<file path="src/rtl/uart_pkg.sv">
// uart_pkg
// Shared UART constants and types used by the transmit scheduler and the
// receive control logic: frame-state encoding, data/stop bit counts and a
// small helper that decides whether a state drives a frame onto the line.
package uart_pkg;

  typedef enum logic [1:0] {
    UART_IDLE  = 2'd0,
    UART_START = 2'd1,
    UART_DATA  = 2'd2,
    UART_STOP  = 2'd3
  } uart_state_e;

  localparam int UART_DATA_BITS  = 8;
  localparam int UART_STOP_BITS  = 1;
  localparam int UART_FRAME_BITS = 1 + UART_DATA_BITS + UART_STOP_BITS;

  // True for every state in which a frame occupies the serial line.
  function automatic logic uart_line_active(input uart_state_e st);
    logic active;
    case (st)
      UART_IDLE:  active = 1'b0;
      UART_START: active = 1'b1;
      UART_DATA:  active = 1'b1;
      UART_STOP:  active = 1'b1;
      default:    active = 1'b0;
    endcase
    return active;
  endfunction

endpackage

</file>
<file path="src/rtl/uart_tx_scheduler_if.sv">
// uart_tx_scheduler_if
// Bundle between NUM_REQ byte requesters and the shared UART transmitter.
//   req_valid  : bit i set while requester i holds a byte
//   req_data   : byte i at [8i+7:8i], stable until accepted
//   req_ready  : one-hot accept strobe, combinational
//   tx         : serial line, idle high
//   busy       : a frame is on the line
//   grant_id   : requester owning the current frame
//   frame_done : one-cycle pulse on the last cycle of each stop bit
// master = requester side, slave = scheduler side.
interface uart_tx_scheduler_if
  import uart_pkg::*;
#(
  parameter int NUM_REQ = 4
);
  localparam int ID_W = $clog2(NUM_REQ);

  logic [NUM_REQ-1:0]                req_valid;
  logic [UART_DATA_BITS*NUM_REQ-1:0] req_data;
  logic [NUM_REQ-1:0]                req_ready;
  logic                              tx;
  logic                              busy;
  logic [ID_W-1:0]                   grant_id;
  logic                              frame_done;

  modport master (
    output req_valid, req_data,
    input  req_ready, tx, busy, grant_id, frame_done
  );

  modport slave (
    input  req_valid, req_data,
    output req_ready, tx, busy, grant_id, frame_done
  );

endinterface

</file>
<file path="src/rtl/uart_tx_shifter.sv">
// uart_tx_shifter
// 8N1 frame generator: baud counter, shift register, frame FSM and a
// registered tx/busy drive.
//   clk, rst   : clock, asynchronous active-high reset
//   load       : take load_data now (only honoured while accept is high)
//   load_data  : byte to transmit, LSB first
//   accept     : a new byte may be loaded this cycle (idle, or final stop cycle)
//   frame_done : last cycle of the final stop bit
//   tx, busy   : registered serial line and line-occupied flag
module uart_tx_shifter
  import uart_pkg::*;
#(
  parameter int CLKS_PER_BIT = 16,
  parameter int CNT_W        = 16
) (
  input  logic                      clk,
  input  logic                      rst,
  input  logic                      load,
  input  logic [UART_DATA_BITS-1:0] load_data,
  output logic                      accept,
  output logic                      frame_done,
  output logic                      tx,
  output logic                      busy
);

  localparam int IDX_W = $clog2(UART_DATA_BITS);
  localparam logic [CNT_W-1:0] CNT_LAST  = CNT_W'(CLKS_PER_BIT - 1);
  localparam logic [IDX_W-1:0] DATA_LAST = IDX_W'(UART_DATA_BITS - 1);
  localparam logic [IDX_W-1:0] STOP_LAST = IDX_W'(UART_STOP_BITS - 1);

  uart_state_e               state_q, state_d;
  logic [CNT_W-1:0]          bit_cnt_q, bit_cnt_d;
  logic [IDX_W-1:0]          bit_idx_q, bit_idx_d;
  logic [UART_DATA_BITS-1:0] shift_q, shift_d;
  logic                      tx_q, tx_d;
  logic                      busy_q, busy_d;
  logic                      bit_end_s;
  logic                      last_stop_s;

  // Bit-period boundary and the handshake window derived from it.
  always_comb begin
    bit_end_s   = 1'b0;
    last_stop_s = 1'b0;
    accept      = 1'b0;
    frame_done  = 1'b0;
    if (state_q != UART_IDLE) begin
      bit_end_s = (bit_cnt_q == CNT_LAST);
    end else begin
      bit_end_s = 1'b0;
    end
    last_stop_s = (state_q == UART_STOP) && bit_end_s && (bit_idx_q == STOP_LAST);
    frame_done  = last_stop_s;
    // A new byte is only taken once the stop bit has fully elapsed.
    accept      = (state_q == UART_IDLE) || last_stop_s;
  end

  // Frame FSM next state, baud counter, bit index and shift register.
  always_comb begin
    state_d   = state_q;
    bit_cnt_d = bit_cnt_q;
    bit_idx_d = bit_idx_q;
    shift_d   = shift_q;

    // Counter restarts at every bit boundary, which covers every state change.
    if ((state_q == UART_IDLE) || bit_end_s) begin
      bit_cnt_d = {CNT_W{1'b0}};
    end else begin
      bit_cnt_d = bit_cnt_q + CNT_W'(1);
    end

    case (state_q)
      UART_IDLE: begin
        if (load) begin
          state_d   = UART_START;
          shift_d   = load_data;
          bit_idx_d = {IDX_W{1'b0}};
        end else begin
          state_d = UART_IDLE;
        end
      end
      UART_START: begin
        if (bit_end_s) begin
          state_d   = UART_DATA;
          bit_idx_d = {IDX_W{1'b0}};
        end else begin
          state_d = UART_START;
        end
      end
      UART_DATA: begin
        if (bit_end_s) begin
          shift_d = {1'b0, shift_q[UART_DATA_BITS-1:1]};
          if (bit_idx_q == DATA_LAST) begin
            state_d   = UART_STOP;
            bit_idx_d = {IDX_W{1'b0}};
          end else begin
            state_d   = UART_DATA;
            bit_idx_d = bit_idx_q + IDX_W'(1);
          end
        end else begin
          state_d = UART_DATA;
        end
      end
      UART_STOP: begin
        if (last_stop_s) begin
          bit_idx_d = {IDX_W{1'b0}};
          if (load) begin
            state_d = UART_START;
            shift_d = load_data;
          end else begin
            state_d = UART_IDLE;
          end
        end else if (bit_end_s) begin
          state_d   = UART_STOP;
          bit_idx_d = bit_idx_q + IDX_W'(1);
        end else begin
          state_d = UART_STOP;
        end
      end
      default: begin
        state_d   = UART_IDLE;
        bit_cnt_d = {CNT_W{1'b0}};
        bit_idx_d = {IDX_W{1'b0}};
      end
    endcase
  end

  // Line level follows the upcoming state so tx changes on the same edge as the FSM.
  always_comb begin
    tx_d   = 1'b1;
    busy_d = uart_line_active(state_d);
    case (state_d)
      UART_IDLE:  tx_d = 1'b1;
      UART_START: tx_d = 1'b0;
      UART_DATA:  tx_d = shift_d[0];
      UART_STOP:  tx_d = 1'b1;
      default:    tx_d = 1'b1;
    endcase
  end

  // State and output registers.
  always_ff @(posedge clk or posedge rst) begin
    if (rst) begin
      state_q   <= UART_IDLE;
      bit_cnt_q <= {CNT_W{1'b0}};
      bit_idx_q <= {IDX_W{1'b0}};
      shift_q   <= {UART_DATA_BITS{1'b0}};
      tx_q      <= 1'b1;
      busy_q    <= 1'b0;
    end else begin
      state_q   <= state_d;
      bit_cnt_q <= bit_cnt_d;
      bit_idx_q <= bit_idx_d;
      shift_q   <= shift_d;
      tx_q      <= tx_d;
      busy_q    <= busy_d;
    end
  end

  assign tx   = tx_q;
  assign busy = busy_q;

endmodule

</file>
<file path="src/rtl/uart_tx_scheduler.sv">
// uart_tx_scheduler
// Shares one UART tx line among NUM_REQ byte requesters. A round-robin
// arbiter picks the next requester whenever the shifter can take a byte,
// strobes its req_ready for that single cycle and hands the byte to
// uart_tx_shifter.
//   clk, rst : clock, asynchronous active-high reset
//   bus      : requester handshake plus tx/busy/grant_id/frame_done
module uart_tx_scheduler
  import uart_pkg::*;
#(
  parameter int NUM_REQ      = 4,
  parameter int CLKS_PER_BIT = 16,
  parameter int CNT_W        = 16
) (
  input  logic                 clk,
  input  logic                 rst,
  uart_tx_scheduler_if.slave   bus
);

  localparam int ID_W = $clog2(NUM_REQ);

  logic [ID_W-1:0]           rr_ptr_q, rr_ptr_d;
  logic [ID_W-1:0]           grant_id_q, grant_id_d;
  logic [ID_W-1:0]           winner_s;
  logic [ID_W:0]             cand_sum_s;
  logic [ID_W-1:0]           cand_s;
  logic                      found_s;
  logic                      accept_s;
  logic                      frame_done_s;
  logic                      load_s;
  logic [NUM_REQ-1:0]        ready_s;
  logic [UART_DATA_BITS-1:0] load_data_s;
  logic                      tx_s;
  logic                      busy_s;

  // Cyclic first-set search over req_valid starting at rr_ptr.
  always_comb begin
    found_s    = 1'b0;
    winner_s   = {ID_W{1'b0}};
    cand_sum_s = {(ID_W+1){1'b0}};
    cand_s     = {ID_W{1'b0}};
    for (int i = 0; i < NUM_REQ; i++) begin
      cand_sum_s = {1'b0, rr_ptr_q} + (ID_W+1)'(i);
      if (cand_sum_s >= (ID_W+1)'(NUM_REQ)) begin
        cand_sum_s = cand_sum_s - (ID_W+1)'(NUM_REQ);
      end else begin
        cand_sum_s = cand_sum_s;
      end
      cand_s = cand_sum_s[ID_W-1:0];
      if (!found_s && bus.req_valid[cand_s]) begin
        found_s  = 1'b1;
        winner_s = cand_s;
      end else begin
        found_s = found_s;
      end
    end
  end

  // Grant strobe, byte mux and pointer/grant updates for an accept cycle.
  always_comb begin
    // Held reset must not strobe ready even though the shifter sits in IDLE.
    load_s      = accept_s && found_s && !rst;
    load_data_s = bus.req_data[{winner_s, 3'b000} +: UART_DATA_BITS];
    ready_s     = {NUM_REQ{1'b0}};
    for (int k = 0; k < NUM_REQ; k++) begin
      ready_s[k] = load_s && (winner_s == ID_W'(k));
    end
    if (load_s) begin
      grant_id_d = winner_s;
      if (winner_s == ID_W'(NUM_REQ - 1)) begin
        rr_ptr_d = {ID_W{1'b0}};
      end else begin
        rr_ptr_d = winner_s + ID_W'(1);
      end
    end else begin
      grant_id_d = grant_id_q;
      rr_ptr_d   = rr_ptr_q;
    end
  end

  // Arbiter registers.
  always_ff @(posedge clk or posedge rst) begin
    if (rst) begin
      rr_ptr_q   <= {ID_W{1'b0}};
      grant_id_q <= {ID_W{1'b0}};
    end else begin
      rr_ptr_q   <= rr_ptr_d;
      grant_id_q <= grant_id_d;
    end
  end

  uart_tx_shifter #(
    .CLKS_PER_BIT (CLKS_PER_BIT),
    .CNT_W        (CNT_W)
  ) u_shifter (
    .clk        (clk),
    .rst        (rst),
    .load       (load_s),
    .load_data  (load_data_s),
    .accept     (accept_s),
    .frame_done (frame_done_s),
    .tx         (tx_s),
    .busy       (busy_s)
  );

  assign bus.req_ready  = ready_s;
  assign bus.tx         = tx_s;
  assign bus.busy       = busy_s;
  assign bus.grant_id   = grant_id_q;
  assign bus.frame_done = frame_done_s;

endmodule
</file>
<file path="src/flat_wrapper.sv">
// flat-port wrapper written by rule: the top's interface ports become plain ports
module uart_tx_scheduler_flat import uart_pkg::*;
#(
  parameter int NUM_REQ      = 4,
  parameter int CLKS_PER_BIT = 16,
  parameter int CNT_W        = 16
)
  (clk, rst, bus_req_valid, bus_req_data, bus_req_ready, bus_tx, bus_busy, bus_grant_id, bus_frame_done);
  uart_tx_scheduler_if #(.NUM_REQ(NUM_REQ)) bus_i ();
  input  logic clk;
  input  logic rst;
  input wire logic [$bits(bus_i.req_valid)-1:0] bus_req_valid;
  input wire logic [$bits(bus_i.req_data)-1:0] bus_req_data;
  output wire logic [$bits(bus_i.req_ready)-1:0] bus_req_ready;
  output wire logic [$bits(bus_i.tx)-1:0] bus_tx;
  output wire logic [$bits(bus_i.busy)-1:0] bus_busy;
  output wire logic [$bits(bus_i.grant_id)-1:0] bus_grant_id;
  output wire logic [$bits(bus_i.frame_done)-1:0] bus_frame_done;
  assign bus_i.req_valid = bus_req_valid;
  assign bus_i.req_data = bus_req_data;
  assign bus_req_ready = bus_i.req_ready;
  assign bus_tx = bus_i.tx;
  assign bus_busy = bus_i.busy;
  assign bus_grant_id = bus_i.grant_id;
  assign bus_frame_done = bus_i.frame_done;
  uart_tx_scheduler #(.NUM_REQ(NUM_REQ), .CLKS_PER_BIT(CLKS_PER_BIT), .CNT_W(CNT_W)) u_core (.clk(clk), .rst(rst), .bus(bus_i));
endmodule
</file>
<file path="config.mk">
export PLATFORM = sky130hd
export DESIGN_NAME = uart_tx_scheduler_flat
export DESIGN_NICKNAME = d
export VERILOG_FILES = /design/src/rtl/uart_pkg.sv /design/src/rtl/uart_tx_scheduler_if.sv /design/src/rtl/uart_tx_shifter.sv /design/src/rtl/uart_tx_scheduler.sv /design/src/flat_wrapper.sv
export SDC_FILE = /design/constraint.sdc
export NUM_CORES = 1
export LEC_CHECK = 0
export CORE_UTILIZATION = 35
export CTS_CLUSTER_SIZE = 20
export DETAILED_ROUTE_END_ITERATION = 16
export PLACE_DENSITY = 0.56
export SYNTH_ARGS = -nofsm -noshare
export SYNTH_HDL_FRONTEND = slang
export SYNTH_SLANG_ARGS = --single-unit
</file>
<file path="constraint.sdc">
create_clock -name clk -period 3.7 [get_ports clk]
set_clock_uncertainty 0.15 [all_clocks]
set_input_delay 0.74 -clock clk [delete_from_list [all_inputs] [get_ports clk]]
set_output_delay 0.74 -clock clk [all_outputs]
set_load 0.02 [all_outputs]
</file>
==> flow_metrics.tcl, run 1 <==
set metrics [dict create \
    tritoncts "yes" \
    drc 0 \
    path_delay_family "buffers and inverters" \
    synth_adder_area_share_pct 6.03 \
    hold_violations 0 \
    antenna_cells 0 \
    grt_max_degree 26 \
    synth_xor_area_share_pct 4.99 \
    drt-total-wl_um 5200 \
    setup_violations 0 \
    crit_path_start_kind "input port" \
    path_max_fanout 4 \
    clk_path_buf_depth 2 \
    ir_worst_vdd_v 0.000296 \
    place_area_sq_um 2830 \
    wl_per_cell_um 13.7 \
    synthSimpleGateAreaFrac_pct 21.2 \
    grt-ovfl-total 0 \
    syn_avg_cell_area_sq_um 9.06 \
    die_w_um 82.8 \
    grt_pass1_vias 1832 \
    clk_latency_ns 0.30 \
    tightest_slew_ns 1.14 \
    vias 1973 \
    p_leak_nw 1.35 \
    synth_edf_count 0 \
    max_stage_delay_ns 0.51 \
    seq_area_frac_synth_pct 38.4 \
    critical_path_class "in2out" \
    ys_types 45 \
    dr.pass1.iters 4 \
    nets 351 \
    netlist_instances 252 \
    path_clk_slew_ns 0.09 \
    cp.required_ns 2.81 \
    die_h_um 82.8 \
    drt-initial-drc-count 80 \
    ys_ff_latch 35 \
    maxCapViolations 0 \
    io_buffers 46 \
    power_density_nw_per_um2 592 \
    status "finished clean" \
    yosys_warnings 0 \
    synth-compound-area-share_pct 14.4 \
    cts_root_buf "clkbuf_8" \
    core_sq_um 6310 \
    relSlewSlack_pct 23.8 \
    htree_num_levels 2 \
    ys_async_sr_fraction_pct 100 \
    arrival_ns 2.57 \
    area.growth.synth_to_final_pct 29.3 \
    hold_class "reg2reg" \
    path_cells "clkdlybuf4s50_1 -> nand2_1 -> and3_1 -> o32a_1 -> inv_1 -> ha_1 -> and3_1 -> dlygate4sd2_1" \
    worst_slack_ns 0.244 \
    detail-route-antenna-nets 0 \
    period_share_pct 93.4 \
    synth.net_count 301 \
    fin_area_sq_um 2950 \
    grt_pass1_wl_um 8630 \
    place_hpwl_um 3790 \
    crit_path_frequent_cell "and3_1" \
    fill_cells 629 \
    timing.critical_path.buf_inv 3 \
    drive_gt1_share_pct 8.91 \
    power_mw 1.75 \
    gp_congestion 0.757 \
    dp_slack_ns -0.0196 \
    synth_top_family_by_area "simple AND/OR/NAND/NOR gates" \
    period_needed_ns 3.46 \
    grt_usage_pct 16.7 \
    hold_buffers 0 \
    cts-buffers-inserted 5 \
    num_rows 29 \
    endpoint_kind "output port" \
    via_per_inst 5.19 \
    syn_area_sq_um 2280 \
    cp_slowest_cell "clkdlybuf4s50_1" \
    die_area_sq_um 6850 \
    ys.flop_type "dfrtp_1" \
    finalMaxSlewViolations 0 \
    clock-sinks 35 \
    muxShareOfSynthArea_pct 9.32 \
    max_freq_mhz 289 \
    io-pin-count 47 \
    grt_antenna_before_repair 0 \
    post-cts-setup-buffers 0 \
    initial_core_util_pct 36.2 \
    finalSetupTns_ns 0 \
    rsz0062_at_grt "no" \
]
-- cells in the mapped netlist, types with 5 or more instances --
| library cell | count | area [sq um] |
|---|---|---|
| a21oi_1 | 8 | 40.0 |
| and3_1 | 7 | 43.8 |
| clkbuf_1 | 5 | 18.8 |
| dfrtp_1 | 34 | 851 |
| ha_1 | 11 | 138 |
| inv_1 | 14 | 52.6 |
| mux2i_1 | 19 | 190 |
| nand2_1 | 26 | 97.6 |
| nand3_1 | 7 | 35.0 |
| nor2_1 | 27 | 101 |
| o21ai_0 | 16 | 80.1 |
| xnor2_1 | 6 | 52.6 |
| xor2_1 | 7 | 61.3 |
-- sequential cells by signal, summed over array words and instances (netlist names) --
signal	count
u_core.u_shifter.shift_q	8
u_core.u_shifter.busy	1
u_core.bus.grant_id	2
u_core.u_shifter.tx	1
u_core.u_shifter.state_q	2
u_core.u_shifter.bit_cnt_q	16
u_core.rr_ptr_q	2
u_core.u_shifter.bit_idx_q	3
-- cells in the final DEF (no fill, tap or decap), types with 8 or more instances in the layout --
| master | Yosys | layout |
|---|---|---|
| nand2_1 | 26 | 26 |
| a21oi_1 | 8 | 8 |
| inv_1 | 14 | 14 |
| ha_1 | 11 | 11 |
| dfrtp_1 | 34 | 34 |
| nor2_1 | 27 | 27 |
| mux2i_1 | 19 | 19 |
| clkdlybuf4s50_1 | 0 | 42 |
| o21ai_0 | 16 | 16 |
| buf_4 | 1 | 9 |
-- timing repair --
item	CTS	global route
resized for setup	2	3
setup endpoints to repair	2	2
endpoints found under the hold margin	0	0
-- routing by layer --
metal / up-vias / wire, um / global-route usage [%]
li1: 996 / - / -
met1: 935 / 2560 / 23.7
met2: 38 / 2300 / 24.4
met3: 4 / 287 / 5.03
met4: 0 / 48 / 4.66
met5: - / 0 / 0
-- logic make-up (layout without fill, tap and decap cells) --
kind of cell / after synthesis / after routing
AOI/OAI and AO/OA: 49 / 49
xor gates and xnor gates: 13 / 13
adders and majority gates: 11 / 11
buffers and inverters: 26 / 77
DFF: 35 / 35
muxes: 21 / 21
and+or+nand+nor: 97 / 97
-- layout make-up --
type / count / area [sq um] / share of cell area (%)
timing repair buffer: 55 / 531 / 18.0
clock buffer: 5 / 68.8 / 2.33
multi-input combinational: 191 / 1280 / 43.3
inverter: 14 / 52.6 / 1.78
sequential: 35 / 877 / 29.7
clock inverter: 3 / 47.5 / 1.61
tap: 77 / 96.3 / 3.26
-- per-stage QoR --
| step | hold WS [ns] | instances | utilization [%] |
|---|---|---|---|
| after global placement | 0.297 | 372 | 44.8 |
| after global routing | 0.344 | 380 | 46.7 |
| final | 0.317 | 380 | 46.7 |
| after detailed placement | 0.306 | 372 | 44.8 |
| after floorplan | 0.275 | 252 | - |
| after CTS | 0.318 | 380 | 46.6 |
-- worst paths after layout --
| kind | cells past startpoint | startpoint | to | slack [ns] |
|---|---|---|---|---|
| max | 8 | bus_req_valid[0] | bus_req_ready[0] | 0.24 |
| min | 1 | u_core.u_shifter.bit_cnt_q[0]$_DFF_PP0_ | u_core.u_shifter.bit_cnt_q[0]$_DFF_PP0_ | 0.32 |
| max reg2reg | 9 | u_core.u_shifter.bit_cnt_q[9]$_DFF_PP0_ | u_core.u_shifter.tx$_DFF_PP1_ | 1.13 |
| min reg2reg | 1 | u_core.u_shifter.bit_cnt_q[0]$_DFF_PP0_ | u_core.u_shifter.bit_cnt_q[0]$_DFF_PP0_ | 0.32 |
| max in group asynchronous | 3 | rst | u_core.u_shifter.tx$_DFF_PP1_ | 1.98 |
| min in group asynchronous | 2 | rst | u_core.u_shifter.shift_q[7]$_DFFE_PP0P_ | 0.69 |
-- report_power, final --
| part | leakage (nW) | internal, mW | switching [mW] |
|---|---|---|---|
| Clock | 0.0587 | 0.204 | 0.154 |
| Combinational | 0.864 | 0.365 | 0.400 |
| Sequential | 0.427 | 0.507 | 0.118 |
| Total | 1.35 | 1.08 | 0.673 |
(Power assumes the default switching activity.)
==> run 2: changes to the inputs <==
--- a/config.mk
+++ b/config.mk
@@ -5,6 +5,7 @@
 export SDC_FILE = /design/constraint.sdc
 export NUM_CORES = 1
 export LEC_CHECK = 0
+export ABC_AREA = 1
 export CORE_UTILIZATION = 35
 export CTS_CLUSTER_SIZE = 20
 export DETAILED_ROUTE_END_ITERATION = 16
==> run 2 against run 1 <==
  * Core utilization up 1.5 points
  * Largest cell class unchanged
  * Clock-buffer cell count is 3 higher
  * Highest routed layer unchanged
  * Combinational power is 110% higher
==> flow_metrics.tcl, run 2 <==
set metrics [dict create \
    status "finished clean" \
    drt-initial-drc-count 98 \
    r2r_slack_ns 1.04 \
    seq_area_frac_synth_pct 36.2 \
    detail-route-antenna-nets 0 \
    die_w_um 85.2 \
    clock-sinks 35 \
    io-pin-count 47 \
    area.growth.synth_to_final_pct 30.0 \
    clk_latency_ns 0.28 \
    clock_power_share_pct 12.4 \
    synth_top_area_share_pct 35.1 \
    intPower_mw 1.33 \
    grt_usage_pct 17.4 \
    finalSetupTns_ns 0 \
    pwr-share-seq_pct 23.2 \
    r2r_cells 17 \
    relSlewSlack_pct 69.4 \
    num_rows 29 \
    grt_pass1_vias 2330 \
    drc 0 \
    period_share_pct 94.4 \
    antenna_cells 0 \
    grt_max_degree 36 \
    ys.flop_type "dfrtp_1" \
    rsz0062_at_grt "no" \
    synth_most_common_cell "nand2_1" \
    vias 2388 \
    hold_violations 0 \
    layout_common_cells "nand2_1 (86), inv_1 (46), clkdlybuf4s50_1 (42)" \
    place_area_sq_um 3060 \
    ys_types 28 \
    fin_area_sq_um 3150 \
    p_sw_share_pct 47.6 \
    grt-ovfl-total 0 \
    initial_core_util_pct 37.1 \
    clk_path_buf_depth 2 \
    netlist_instances 338 \
    maxCapViolations 0 \
    path_clk_slew_ns 0.08 \
    drive_gt1_share_pct 13.6 \
    tritoncts "yes" \
    p_comb_share_pct 64.5 \
    die_h_um 85.2 \
    ir_worst_vdd_v 0.000402 \
    finalMaxSlewViolations 0 \
    nets 452 \
    min-delay-start "u_core.u_shifter.bit_cnt_q[0]$_DFF_PP0_" \
    syn_area_sq_um 2420 \
    largest_registers "u_core.u_shifter.bit_cnt_q: 16 flops, u_core.u_shifter.shift_q: 8 flops, u_core.u_shifter.bit_idx_q: 3 flops" \
    setup_violations 0 \
    power_density_nw_per_um2 807 \
    ys_async_sr_fraction_pct 100 \
    ys_ff_latch 35 \
    io_buffers 46 \
    syn_avg_cell_area_sq_um 7.17 \
    drt-total-wl_um 5860 \
    max_freq_mhz 286 \
    synth_common_cells "nand2_1 (86), inv_1 (46), nand3_1 (37)" \
    critical_path_class "in2out" \
    crit_path_start_kind "input port" \
    period_needed_ns 3.49 \
    r2r_end "u_core.u_shifter.tx$_DFF_PP1_" \
    hold_depth 1 \
    place_hpwl_um 4630 \
    largest_register_ffs 16 \
    via_per_inst 4.96 \
    synth.net_count 387 \
    cts_root_buf "clkbuf_8" \
    fin_util_pct 48.3 \
    core_sq_um 6530 \
    wl_per_cell_um 12.2 \
    hold_class "reg2reg" \
    regMostFlops "u_core.u_shifter.bit_cnt_q" \
    dr.pass1.iters 5 \
    synth_edf_count 0 \
    endpoint_kind "output port" \
    grt_pass1_wl_um 10100 \
    yosys.area.top_type "dfrtp_1" \
    mostFrequentLayoutCell "nand2_1" \
    die_area_sq_um 7260 \
    whs_endpoint "u_core.u_shifter.bit_cnt_q[0]$_DFF_PP0_" \
    gp_congestion 0.806 \
    path_max_fanout 4 \
    arrival_ns 2.60 \
    grt_antenna_before_repair 0 \
    p_leak_nw 1.55 \
    synthTopCellsByArea "dfrtp_1 (35%), nand2_1 (13%), nand3_1 (7.6%)" \
    htree_num_levels 2 \
    hold_buffers 0 \
    cp.required_ns 2.81 \
    cts-buffers-inserted 5 \
    r2r-start "u_core.u_shifter.bit_cnt_q[0]$_DFF_PP0_" \
    tightest_slew_ns 0.459 \
    switchingPower_mw 1.21 \
    yosys_warnings 0 \
]
## run 2: cell count changes after synthesis, moves of 7 or more
cell | before | now
nand3_1 | 7 | 37
nor3_1 | 2 | 9
a21oi_1 | 8 | 17
nand2_1 | 26 | 86
nand2_2 | 0 | 9
mux2i_1 | 19 | 0
xor2_1 | 7 | 0
and3_1 | 7 | 0
inv_1 | 14 | 46
## run 2: power groups by stage
stage                     clock network, mW  registers [mW]  logic (mW)
after floorplan                           0           0.583        1.16
after global placement                    0           0.595        1.64
after detailed placement                  0           0.593        1.66
after CTS                             0.318           0.588        1.66
after global routing                  0.334           0.608        1.86
final                                 0.315           0.589        1.64
## run 2: worst max path at each step
stage | end | slack [ns] | from | cells after the start
5_1_grt | bus_req_ready[0] | 0.01 | bus_req_valid[3] | 13
3_5_place_dp | bus_req_ready[0] | -0.09 | bus_req_valid[3] | 13
2_1_floorplan | bus_req_ready[0] | 0.49 | rst | 5
3_3_place_gp | bus_req_ready[3] | -0.03 | bus_req_valid[3] | 13
4_1_cts | bus_req_ready[0] | 0.19 | bus_req_valid[3] | 13
6_report | bus_req_ready[0] | 0.21 | bus_req_valid[3] | 13
## run 2: cell type report
type | count | area, sq um
Clock buffer | 8 | 100
Fill cell | 663 | 3380
Inverter | 53 | 209
Multi-Input combinational cell | 245 | 1290
Sequential cell | 35 | 877
Tap cell | 77 | 96.3
Timing Repair Buffer | 63 | 581
## run 2: logic make-up after synthesis
group,Yosys count,synth area share (%)
compound gates,47,11.0
fa+ha+maj,11,5.68
buf+inv,58,10.6
flops,35,36.2
simple gates,187,36.5
## run 2: metal layers
layer  share of wire [%]  GRT usage [%]  vias up
li1                    -              -     1225
met5                   0              0        -
met3                 4.6           2.92        4
met4                0.60           3.70        0
met1                  48           22.9     1100
met2                  47           30.1       59
## run 2: timing repair
action | CTS | global route
setup endpoints to repair | 4 | 2
resized for setup | 4 | 3
buffers inserted | 0 | 0
gates cloned | 0 | 0
## run 2: critical path, cell delays in order
cell and delay, ns:
clkdlybuf4s50_1 0.48, inv_1 0.05, nand2_1 0.07, nand3_1 0.12
nand2_2 0.12, inv_1 0.06, nand3_1 0.11, nand3_2 0.11
buf_4 0.16, ha_1 0.19, inv_1 0.05, nor2_1 0.03
dlygate4sd2_1 0.31
## run 2: per-stage QoR
step / power, mW / hold WS (ns) / setup WS, ns / std cells
after CTS: 2.57 / 0.324 / 0.187 / 481
after floorplan: 1.74 / 0.283 / 0.487 / 338
after detailed placement: 2.26 / 0.314 / -0.0887 / 473
after global placement: 2.23 / 0.307 / -0.0297 / 473
after global routing: 2.80 / 0.368 / 0.0104 / 481
final: 2.54 / 0.317 / 0.208 / 481
==> run 3: changes to the inputs <==
--- a/config.mk
+++ b/config.mk
@@ -6,10 +6,12 @@
 export NUM_CORES = 1
 export LEC_CHECK = 0
 export ABC_AREA = 1
-export CORE_UTILIZATION = 35
+export CELL_PAD_IN_SITES_DETAIL_PLACEMENT = 1
+export CELL_PAD_IN_SITES_GLOBAL_PLACEMENT = 2
+export CORE_UTILIZATION = 31
 export CTS_CLUSTER_SIZE = 20
 export DETAILED_ROUTE_END_ITERATION = 16
-export PLACE_DENSITY = 0.56
+export PLACE_DENSITY = 0.83
 export SYNTH_ARGS = -nofsm -noshare
 export SYNTH_HDL_FRONTEND = slang
 export SYNTH_SLANG_ARGS = --single-unit
==> run 3 against run 2 <==
  * Combinational power hardly changed
  * Critical endpoint is now bus_req_ready[3]
  * Sequential power hardly changed
  * Setup slack better by 0.096 ns
  * Clock power is 2% lower
  * Routed wire length is 13% higher
  * Non-clock buffer count is 1 lower
  * Via count is 0.29% higher
  * Clock-buffer cell count stayed put
  * Largest cell class unchanged
  * Largest power group unchanged
  * Core utilization is 5.6 points lower
  * Critical path depth is 1 higher
==> flow_metrics.tcl, run 3 (synthesized netlist as in run 2, its figures left out) <==
set metrics [dict create \
    r2r-start "u_core.rr_ptr_q[0]$_DFFE_PP0N_" \
    worst_slack_ns 0.304 \
    largest_register_ffs 16 \
    path_max_fanout 4 \
    drc 0 \
    die_area_sq_um 8180 \
    mostFrequentLayoutCell "nand2_1" \
    detail-route-antenna-nets 0 \
    cts_root_buf "clkbuf_8" \
    grt_antenna_before_repair 0 \
    nets 451 \
    path_clk_slew_ns 0.08 \
    tritoncts "yes" \
    die_h_um 90.4 \
    area.growth.synth_to_final_pct 30.4 \
    gp_congestion 0.845 \
    htree_num_levels 2 \
    dr.pass1.iters 4 \
    fill_cells 959 \
    drive_gt1_share_pct 14.1 \
    clk_latency_ns 0.29 \
    startpoint "bus_req_valid[3]" \
    dp_slack_ns -0.138 \
    period_needed_ns 3.40 \
    period_share_pct 91.8 \
    max_freq_mhz 294 \
    maxCapViolations 0 \
    power_density_nw_per_um2 812 \
    clk_path_buf_depth 2 \
    hold_class "reg2reg" \
    grt_pass1_wl_um 11800 \
    arrival_ns 2.51 \
    drt-total-wl_um 6600 \
    setup_violations 0 \
    p_leak_nw 1.54 \
    min-delay-start "u_core.u_shifter.bit_cnt_q[0]$_DFF_PP0_" \
    grt_max_degree 36 \
    grt-ovfl-total 0 \
    ir_worst_vdd_v 0.000603 \
    cts-buffers-inserted 5 \
    via_per_inst 4.77 \
    clock-sinks 35 \
    drt-initial-drc-count 126 \
    cp.required_ns 2.81 \
    die_w_um 90.4 \
    rsz0062_at_grt "no" \
    regMostFlops "u_core.u_shifter.bit_cnt_q" \
    status "finished clean" \
    dp_cells 494 \
    place_hpwl_um 5340 \
    relSlewSlack_pct 69.0 \
    layout_common_cells "nand2_1 (86), inv_1 (46), clkdlybuf4s50_1 (42)" \
    num_rows 31 \
    tightest_slew_ns 0.463 \
    wl_per_cell_um 13.1 \
    final_cells 502 \
    crit_path_start_kind "input port" \
    core_sq_um 7410 \
    grt_pass1_vias 2520 \
    initial_core_util_pct 32.7 \
    hold_buffers 0 \
    endpoint_kind "output port" \
    fin_util_pct 42.6 \
    antenna_cells 0 \
    critical_path_class "in2out" \
    largest_registers "u_core.u_shifter.bit_cnt_q: 16 flops, u_core.u_shifter.shift_q: 8 flops, u_core.u_shifter.bit_idx_q: 3 flops" \
    io_buffers 46 \
    grt_usage_pct 17.7 \
    hold_violations 0 \
    finalMaxSlewViolations 0 \
    io-pin-count 47 \
    vias 2395 \
]
==> run 3: cell types whose count changed in the layout (fill, tap and decap cells not counted), sizes merged <==
cell           change
clkdlybuf4s15      -1
buf                -1
clkbuf             +3
dlygate4sd2        -2
==> run 3: worst paths after layout <==
| kind | end | cells past startpoint | slack (ns) |
|---|---|---|---|
| max in group asynchronous | u_core.u_shifter.tx$_DFF_PP1_ | 3 | 2.22 |
| setup reg to reg | u_core.u_shifter.tx$_DFF_PP1_ | 17 | 0.98 |
| min in group asynchronous | u_core.u_shifter.bit_cnt_q[3]$_DFF_PP0_ | 3 | 0.82 |
| setup / recovery | bus_req_ready[3] | 14 | 0.30 |
| hold / removal | u_core.u_shifter.bit_cnt_q[0]$_DFF_PP0_ | 1 | 0.31 |
| hold reg to reg | u_core.u_shifter.bit_cnt_q[0]$_DFF_PP0_ | 1 | 0.31 |
==> run 3: area by class of cell <==
class                           count  area [sq um]  area share, %
Sequential cell                    35           877           27.8
Timing Repair Buffer               62           561           17.7
Inverter                           53           209           6.61
Tap cell                           99           124           3.92
Clock buffer                        8           100           3.17
Multi-Input combinational cell    245          1290           40.8
==> run 3: what timing repair did <==
item	4_1_cts	5_1_grt
gates resized for setup	4	8
buffers inserted	0	0
hold endpoints to repair	0	0
endpoints found under the setup margin	4	4
==> run 3: routing by layer <==
metal / vias up / GRT usage (%) / wire length [um]
met1: 1129 / 22.9 / 3150
met2: 41 / 29.9 / 3170
li1: 1219 / - / -
met3: 6 / 3.28 / 201
met5: - / 0 / 0
met4: 0 / 5.11 / 77
==> run 3: critical path, cell delays in order <==
cell	delay, ns
clkdlybuf4s50_1	0.42
inv_1	0.08
nand2_1	0.07
nand3_1	0.14
nand2_2	0.09
nor2_4	0.14
nand3_1	0.08
nand3_1	0.09
nand2_2	0.12
inv_4	0.08
ha_1	0.14
inv_1	0.04
nor2_1	0.09
clkbuf_2	0.17
==> run 3: power breakdown <==
| group | switching (mW) | leakage (nW) | internal (mW) |
|---|---|---|---|
| Combinational | 1.02 | 1.04 | 0.645 |
| Sequential | 0.0933 | 0.447 | 0.498 |
| Clock | 0.138 | 0.0515 | 0.170 |
| Total | 1.25 | 1.54 | 1.31 |
==> run 3: per-stage QoR <==
step | total power, mW | setup TNS [ns] | hold slack, ns | cell area, sq um
CTS | 2.61 | 0 | 0.316 | 3170
detailed placement | 2.29 | -0.513 | 0.306 | 3080
global placement | 2.26 | -0.356 | 0.302 | 3080
finish | 2.56 | 0 | 0.313 | 3160
floorplan | 1.74 | 0 | 0.283 | 2420
global route | 2.84 | 0 | 0.333 | 3160
